### config.mk
export PLATFORM = sky130hd
export DESIGN_NAME = shift_sequencer_flat
export DESIGN_NICKNAME = d
export VERILOG_FILES = /design/src/rtl/shift_sequencer_pkg.sv /design/src/rtl/shift_sequencer_if.sv /design/src/rtl/shift_sequencer_sl1_stage.sv /design/src/rtl/shift_sequencer.sv /design/src/flat_wrapper.sv
export SDC_FILE = /design/constraint.sdc
export NUM_CORES = 1
export LEC_CHECK = 0
export ABC_CLOCK_PERIOD_IN_PS = 1300
export CORE_MARGIN = 4
export CORE_UTILIZATION = 43
export DETAILED_ROUTE_END_ITERATION = 6
export GPL_TIMING_DRIVEN = 0
export MAX_ROUTING_LAYER = met4
export PLACE_DENSITY_LB_ADDON = 0.3
export SLEW_MARGIN = 20
export SYNTH_ARGS = -nofsm -noshare
export SYNTH_HDL_FRONTEND = slang
export SYNTH_SLANG_ARGS = --single-unit
export TNS_END_PERCENT = 5
### constraint.sdc
create_clock -name clk -period 1.3 [get_ports clk]
set_input_delay 0.26 -clock clk [delete_from_list [all_inputs] [get_ports clk]]
set_output_delay 0.26 -clock clk [all_outputs]
set_load 0.01 [all_outputs]
### src/rtl/shift_sequencer_pkg.sv
// shift_seq_pkg -- shared constants for the shift_sequencer slice.
//   WIDTH_DEF / AMT_W_DEF : default operand and shift-amount widths
//   S_IDLE / S_SHIFT / S_DONE : FSM state encoding, also seen on dbg_state
package shift_seq_pkg;

  localparam int WIDTH_DEF = 16;
  localparam int AMT_W_DEF = 4;

  typedef logic [1:0] state_t;

  localparam logic [1:0] S_IDLE  = 2'd0;
  localparam logic [1:0] S_SHIFT = 2'd1;
  localparam logic [1:0] S_DONE  = 2'd2;

endpackage

### src/rtl/shift_sequencer_if.sv
// shift_sequencer_if -- request/response bundle of the shift sequencer.
//   start, operand, amount : request (accepted when start && ready)
//   ready                  : sequencer can take a request (IDLE only)
//   valid, result, ovf     : response; result/ovf qualified by valid
//   ack                    : consumer takes the response (acts only when valid)
// Handshake: a request transfers on a rising clk edge where start && ready are
// both high; a response transfers on a rising clk edge where valid && ack are
// both high. Neither side may make its own valid-type signal depend on the
// other side's ready-type signal in the same cycle.
// master = control unit / consumer side, slave = the sequencer.
interface shift_sequencer_if
  import shift_seq_pkg::*;
#(
  parameter int WIDTH = WIDTH_DEF,
  parameter int AMT_W = AMT_W_DEF
);

  logic             start;
  logic [WIDTH-1:0] operand;
  logic [AMT_W-1:0] amount;
  logic             ready;
  logic             valid;
  logic             ack;
  logic [WIDTH-1:0] result;
  logic             ovf;

  modport master (
    output start, operand, amount, ack,
    input  ready, valid, result, ovf
  );

  modport slave (
    input  start, operand, amount, ack,
    output ready, valid, result, ovf
  );

endinterface

### src/rtl/shift_sequencer_sl1_stage.sv
// sl1_stage -- combinational single-bit logical left shift.
//   din     : value to shift
//   dout    : {din[WIDTH-2:0], 1'b0}
//   msb_out : the bit shifted out (din[WIDTH-1])
module sl1_stage
  import shift_seq_pkg::*;
#(
  parameter int WIDTH = WIDTH_DEF
) (
  input  logic [WIDTH-1:0] din,
  output logic [WIDTH-1:0] dout,
  output logic             msb_out
);

  assign dout    = {din[WIDTH-2:0], 1'b0};
  assign msb_out = din[WIDTH-1];

endmodule

### src/rtl/shift_sequencer.sv
// shift_sequencer -- multi-cycle left-shift controller.
// Accepts an operand and a shift amount, shifts the working register left by
// one bit per clock until the amount is consumed, then presents the result and
// a sticky overflow flag until acknowledged.
// Ports:
//   clk       : rising-edge clock
//   reset     : synchronous, active-high reset
//   bus       : shift_sequencer_if.slave (start/operand/amount/ready,
//               valid/ack/result/ovf)
//   dbg_state : current FSM state (S_IDLE / S_SHIFT / S_DONE)
// Optional feature macro SHIFT_SEQ_EARLY_DONE_EN: finish as soon as the
// working register is zero (zero operand at accept, or register shifted to
// zero). Outputs are the same either way; only latency changes.
module shift_sequencer
  import shift_seq_pkg::*;
#(
  parameter int WIDTH = WIDTH_DEF,
  parameter int AMT_W = AMT_W_DEF
) (
  input  logic                clk,
  input  logic                reset,
  shift_sequencer_if.slave    bus,
  output logic [1:0]          dbg_state
);

  logic [1:0]       state_q;
  logic [AMT_W-1:0] count_q;
  logic [WIDTH-1:0] reg_q;
  logic             ovf_q;

  logic [WIDTH-1:0] shifted;
  logic             shifted_out;

  sl1_stage #(.WIDTH(WIDTH)) u_sl1 (
    .din     (reg_q),
    .dout    (shifted),
    .msb_out (shifted_out)
  );

  always_ff @(posedge clk) begin
    if (reset) begin
      state_q <= S_IDLE;
      count_q <= '0;
      reg_q   <= '0;
      ovf_q   <= 1'b0;
    end else begin
      case (state_q)
        S_IDLE: begin
          if (bus.start) begin
            reg_q   <= bus.operand;
            count_q <= bus.amount;
            ovf_q   <= 1'b0;
`ifdef SHIFT_SEQ_EARLY_DONE_EN
            if (bus.operand == '0 || bus.amount == '0)
              state_q <= S_DONE;
            else
              state_q <= S_SHIFT;
`else
            if (bus.amount == '0)
              state_q <= S_DONE;
            else
              state_q <= S_SHIFT;
`endif
          end
        end

        S_SHIFT: begin
          reg_q   <= shifted;
          ovf_q   <= ovf_q | shifted_out;
          count_q <= count_q - AMT_W'(1);
`ifdef SHIFT_SEQ_EARLY_DONE_EN
          // Once the register is zero every further shift is a no-op, so the
          // remaining count can be dropped without changing result or ovf.
          if (count_q == AMT_W'(1) || shifted == '0)
            state_q <= S_DONE;
`else
          if (count_q == AMT_W'(1))
            state_q <= S_DONE;
`endif
        end

        S_DONE: begin
          // start is deliberately not looked at here; the requester must
          // present it again once ready is high.
          if (bus.ack)
            state_q <= S_IDLE;
        end

        default: state_q <= S_IDLE;
      endcase
    end
  end

  assign bus.ready  = (state_q == S_IDLE);
  assign bus.valid  = (state_q == S_DONE);
  assign bus.result = reg_q;
  assign bus.ovf    = ovf_q;
  assign dbg_state  = state_q;

endmodule

### src/flat_wrapper.sv
// flat-port wrapper written by rule: the top's interface ports become plain ports
module shift_sequencer_flat import shift_seq_pkg::*;
#(
  parameter int WIDTH = WIDTH_DEF,
  parameter int AMT_W = AMT_W_DEF
)
  (clk, reset, dbg_state, bus_start, bus_operand, bus_amount, bus_ack, bus_ready, bus_valid, bus_result, bus_ovf);
  shift_sequencer_if #(.WIDTH(WIDTH), .AMT_W(AMT_W)) bus_i ();
  input  logic clk;
  input  logic reset;
  output logic [1:0] dbg_state;
  input wire logic [$bits(bus_i.start)-1:0] bus_start;
  input wire logic [$bits(bus_i.operand)-1:0] bus_operand;
  input wire logic [$bits(bus_i.amount)-1:0] bus_amount;
  input wire logic [$bits(bus_i.ack)-1:0] bus_ack;
  output wire logic [$bits(bus_i.ready)-1:0] bus_ready;
  output wire logic [$bits(bus_i.valid)-1:0] bus_valid;
  output wire logic [$bits(bus_i.result)-1:0] bus_result;
  output wire logic [$bits(bus_i.ovf)-1:0] bus_ovf;
  assign bus_i.start = bus_start;
  assign bus_i.operand = bus_operand;
  assign bus_i.amount = bus_amount;
  assign bus_i.ack = bus_ack;
  assign bus_ready = bus_i.ready;
  assign bus_valid = bus_i.valid;
  assign bus_result = bus_i.result;
  assign bus_ovf = bus_i.ovf;
  shift_sequencer #(.WIDTH(WIDTH), .AMT_W(AMT_W)) u_core (.clk(clk), .reset(reset), .bus(bus_i), .dbg_state(dbg_state));
endmodule
Word level (Yosys, flattened, before mapping)
Cells that the tools add are included.
Word-level totals
  register bits after elaboration: 23
  logic and storage cells: 28
Cells by class
  add/sub/neg operators: 1
  equality and inequality tests: 6
  multiplexer cells: 11
  bitwise logic cells: 1
  reduce and logical (&&, ||, !) cells: 5
Operator list (count)
  $pmux 16 s2: 1
  $mux 16: 1
  $mux 2: 4
  $pmux 4 s2: 1
  $pmux 2 s3: 1
  $eq 4x1->1 const B: 1
  $logic_not 4->1: 1
  $mux 4: 1
  $ne 2x2->1 const B: 2
  $sub 4x1->4 const B: 1
  $reduce_and 3->1: 1
  $eq 2x1->1 const B: 1
  $eq 2x2->1 const B: 1
  $logic_not 2->1: 1
  $ne 2x1->1 const B: 1
  $pmux 1 s2: 1
  $reduce_and 2->1: 1
  $reduce_bool 2->1: 1
  $mux 1: 1
  $or 1x1->1: 1

Depth between registers and ports, before layout
  word-level depth: 4
  gate-level depth with buffers: 5
  depth with buffers taken out: 5

Hierarchy
From an unflattened synthesis, not the netlist that was laid out.
Second synthesis, totals
  cells, all modules: 161
  area, all modules: 1338.8 µm²
By module, submodules not included
  shift_sequencer: times used 1, cells each 143, area each 1207.4 µm², sequential area each 460.4 µm²
  sl1_stage: times used 1, cells each 18, area each 131.4 µm², sequential area each 0.0 µm²

Least setup slack after synthesis
OpenSTA, ideal clock, no wires.
  kind: register to register
  start point: register u_core.state_q[0] (netlist: u_core.dbg_state[0])
  end point: register u_core.count_q[1]
  setup time: 79 ps
  arrival time: 1176 ps
  data required time: 1221 ps
  setup slack: 44 ps
  cell stages (with the launch flop): 6
  path buffers: 2
  period minus slack after synthesis: 1256 ps
  cell sequence: dfxtp_1 -> nand2b_1 -> buf_6 -> buf_12 -> o21a_1 -> a211oi_2
On the way
  longest elaborated chain between the ends: 3
Ends and longest elaborated chain
  from (decl): line shift_sequencer.sv:26  | logic [1:0] state_q;
  from (signal assigned): line shift_sequencer.sv:42  | state_q <= S_IDLE;
  from (signal assigned): line shift_sequencer.sv:60  | state_q <= S_DONE;
  from (signal assigned): line shift_sequencer.sv:62  | state_q <= S_SHIFT;
  $eq 2x1->1 or $logic_not 2->1 (tied branches): line shift_sequencer.sv:47  | case (state_q)
  $reduce_bool 2->1 (no line) or $ne 2x2->1 (tied branches)
  $reduce_and 2->1 (no line)
  to (signal assigned): line shift_sequencer.sv:51  | count_q <= bus.amount;
  to (signal assigned): line shift_sequencer.sv:70  | count_q <= count_q - AMT_W'(1);
  to (decl): line shift_sequencer.sv:27  | logic [AMT_W-1:0] count_q;
Parallel ways exist; a longest one is shown, timed or not.
A chain may end at the register's enable or synchronous reset.

Worst setup path in the final report
  start point: input reset
  end point: register u_core.reg_q[15] (netlist: u_core.bus.result[15])
RTL lines
  from (decl): line flat_wrapper.sv:10  | input logic reset;
  to (signal assigned): line shift_sequencer.sv:50  | reg_q <= bus.operand;
  to (signal assigned): line shift_sequencer.sv:68  | reg_q <= shifted;
  to (decl): line shift_sequencer.sv:28  | logic [WIDTH-1:0] reg_q;
No word-level cell between the ends.

==> results.cfg <==
[clocking]
insertion_delay_ps = 340
cts_hold_buf = 0
clk_pin_slew_worst_paths_ps = 150
cts_tree = yes
htreeDepth = 1
cts.path.max_buffers = 2
cts_root_buffer = clkbuf_4
cts.sinks = 23
numCtsBuffers = 3

[floorplan]
fp-row-count = 18
pin_count = 45
dieArea_um2 = 3630
initial_core_util_pct = 46.1
fp.dieW_um = 60.2
coreArea_um2 = 2540
die_h_um = 60.2

[setup_path]
required_ps = 1500
arrival_ps = 1590
crit_slowest_cell = clkdlybuf4s50_1
endpoint_kind = flop
start_kind = primary input
path_class = in2reg
cpPeakStageDelay_ps = 600
cp_cell_sequence = clkdlybuf4s50_1 -> clkbuf_1 -> a211oi_1
path_max_fanout = 10

[min_path]
hp-class = in2reg

[grt]
grtUsageTotal_pct = 21.2
grt_overflow = 0
grt_pass1_vias = 1229
grt_pass1_wl_um = 5580
grt_max_degree = 13
antenna_found_initial = 0

[yosys]
synth_fp_nets = 155
ys.flop_type = dfxtp_1
synth_top_area_cell = dfxtp_1
synth.distinct_cells = 31
synthTopCellsByArea = dfxtp_1 (39%), mux2i_1 (13%), a211oi_1 (10%)
ys_seq_area_share_pct = 39.3
ys_warn_count = 0
synth_most_common_cell = dfxtp_1
netlist.area_leader.share_pct = 39.3
netlist_area_um2 = 1170
synth_commonest_cells = dfxtp_1 (23), nor2_1 (19), a211oi_1 (16), mux2i_1 (15)
synthCells = 129
synth_edf_count = 0
synth.ff_latch_count = 23
postSynthAreaPerCell_um2 = 9.09
async_flop_share_pct = 0

[cells_and_area]
n_antenna_cell = 0
fin_util_pct = 79.3
layout-drive-gt1-share_pct = 36.7
finalNetCount = 215
area_growth_pct = 72.1

[run_status]
violations = negative setup slack
outcome = complete, but fails checks

[timing]
fin_crit_ps = 1390
drv_slew = 0
fin_crit_sh_pct = 107
setup_slack_ps = -88.0
rsz0062_at_grt = yes
worst_pin_slew_ps = 734
holdWs_ps = 444
slew_headroom_pct = 51.1
hold_viol_final = 0
setup_violations = 19
fmax_mhz = 720
clock_skew_ps = 21.9

[placed_design]
dp_hpwl_um = 2360
finalWeightedCongestion = 0.737
place_ws_ps = -479
numPortBuffers = 44

[routing]
via_per_inst = 5.72
first_iter_violations = 63
topRoutingLayerUsed = met4
routed_wl_um = 4050
ant_nets = 0
wl_met1_um = 1670
drt_first_pass_iters = 4
routedWlPerCell_um = 18.6
drc = 0
met3_length_um = 163
dr_wl_met2_um = 2090
vias = 1246

[power_and_ir_drop]
power.density_nw_per_um2 = 1080
leakagePower_nw = 0.903
vdd_ir_drop_max_uv = 905

[run]
drv_cap = 0
==> cells in the final DEF (no fill, tap or decap), types with 6 or more instances in the layout <==
master	netlist	final
a211oi_2	1	13
mux2i_1	15	13
buf_6	1	6
clkdlybuf4s50_1	0	22
dfxtp_2	0	8
dfxtp_1	23	13
dlygate4sd2_1	0	16
nor2_2	0	8
buf_4	2	8
nor2_1	19	8
==> metal layers <==
layer / vias up / GRT usage (%)
li1: 579 / -
met1: 606 / 26.4
met2: 48 / 33.5
met3: 13 / 3.46
met4: 0 / 9.49
met5: - / -
==> worst paths after layout <==
kind                             start  slack [ps]  cells after the start                    end
hold / removal               bus_start         440                      4   u_core.bus.result[0]
hold reg to reg   u_core.bus.result[0]         520                      2   u_core.bus.result[0]
setup / recovery                 reset         -90                      3  u_core.bus.result[15]
setup reg to reg   u_core.dbg_state[0]         -70                      5  u_core.bus.result[15]
==> sequential cells by signal, summed over array words and instances (netlist names) <==
register,cells
u_core.count_q,4
u_core.bus.result,16
u_core.dbg_state,2
u_core.bus.ovf,1
==> worst max-delay path, delay by kind of cell <==
| family | cells | cell delay (ps) |
|---|---|---|
| AOI/OAI and AO/OA | 1 | 130 |
| buffers and inverters | 2 | 1200 |
==> through the flow <==
stage	total power, mW	cell area [µm²]	setup TNS, ps	instances
finish	2.18	2020	-755	218
global route	2.28	2020	-1920	218
CTS	1.94	1750	-697	210
detailed placement	1.57	1650	-9040	203
global placement	1.55	1650	-8180	203
floorplan	1.26	1170	0	129
==> where the power goes <==
part | internal, mW | total (mW) | leakage (nW) | switching (mW)
registers | 0.801 | 0.899 | 0.195 | 0.0980
logic | 0.507 | 0.918 | 0.693 | 0.411
clock network | 0.121 | 0.367 | 0.0150 | 0.247
==> logic make-up after synthesis <==
kind of cell / Yosys count / synth area share [%]
XOR/XNOR: 1 / 0.747
AND/OR/NAND/NOR: 38 / 15.8
buffers and inverters: 16 / 8.11
flip-flops: 23 / 39.3
multiplexers: 15 / 12.8
AO/OA/AOI/OAI: 34 / 21.1
adder cells (fa/ha/maj): 2 / 2.13
==> repair_timing <==
action / 4_1_cts / 5_1_grt
gates resized for setup: 55 / 49
setup buffers: 3 / 6
gates cloned: 0 / 3
pin swaps: 9 / 6
setup endpoints to repair: 40 / 26
==> layout make-up <==
type	instances	area (µm²)
Buffer	10	123
Clock buffer	4	26.3
Fill cell	173	527
Inverter	5	18.8
Multi-Input combinational cell	90	763
Sequential cell	23	478
Tap cell	30	37.5
Timing Repair Buffer	56	572
Note: power is estimated with default switching activity, not from simulation.
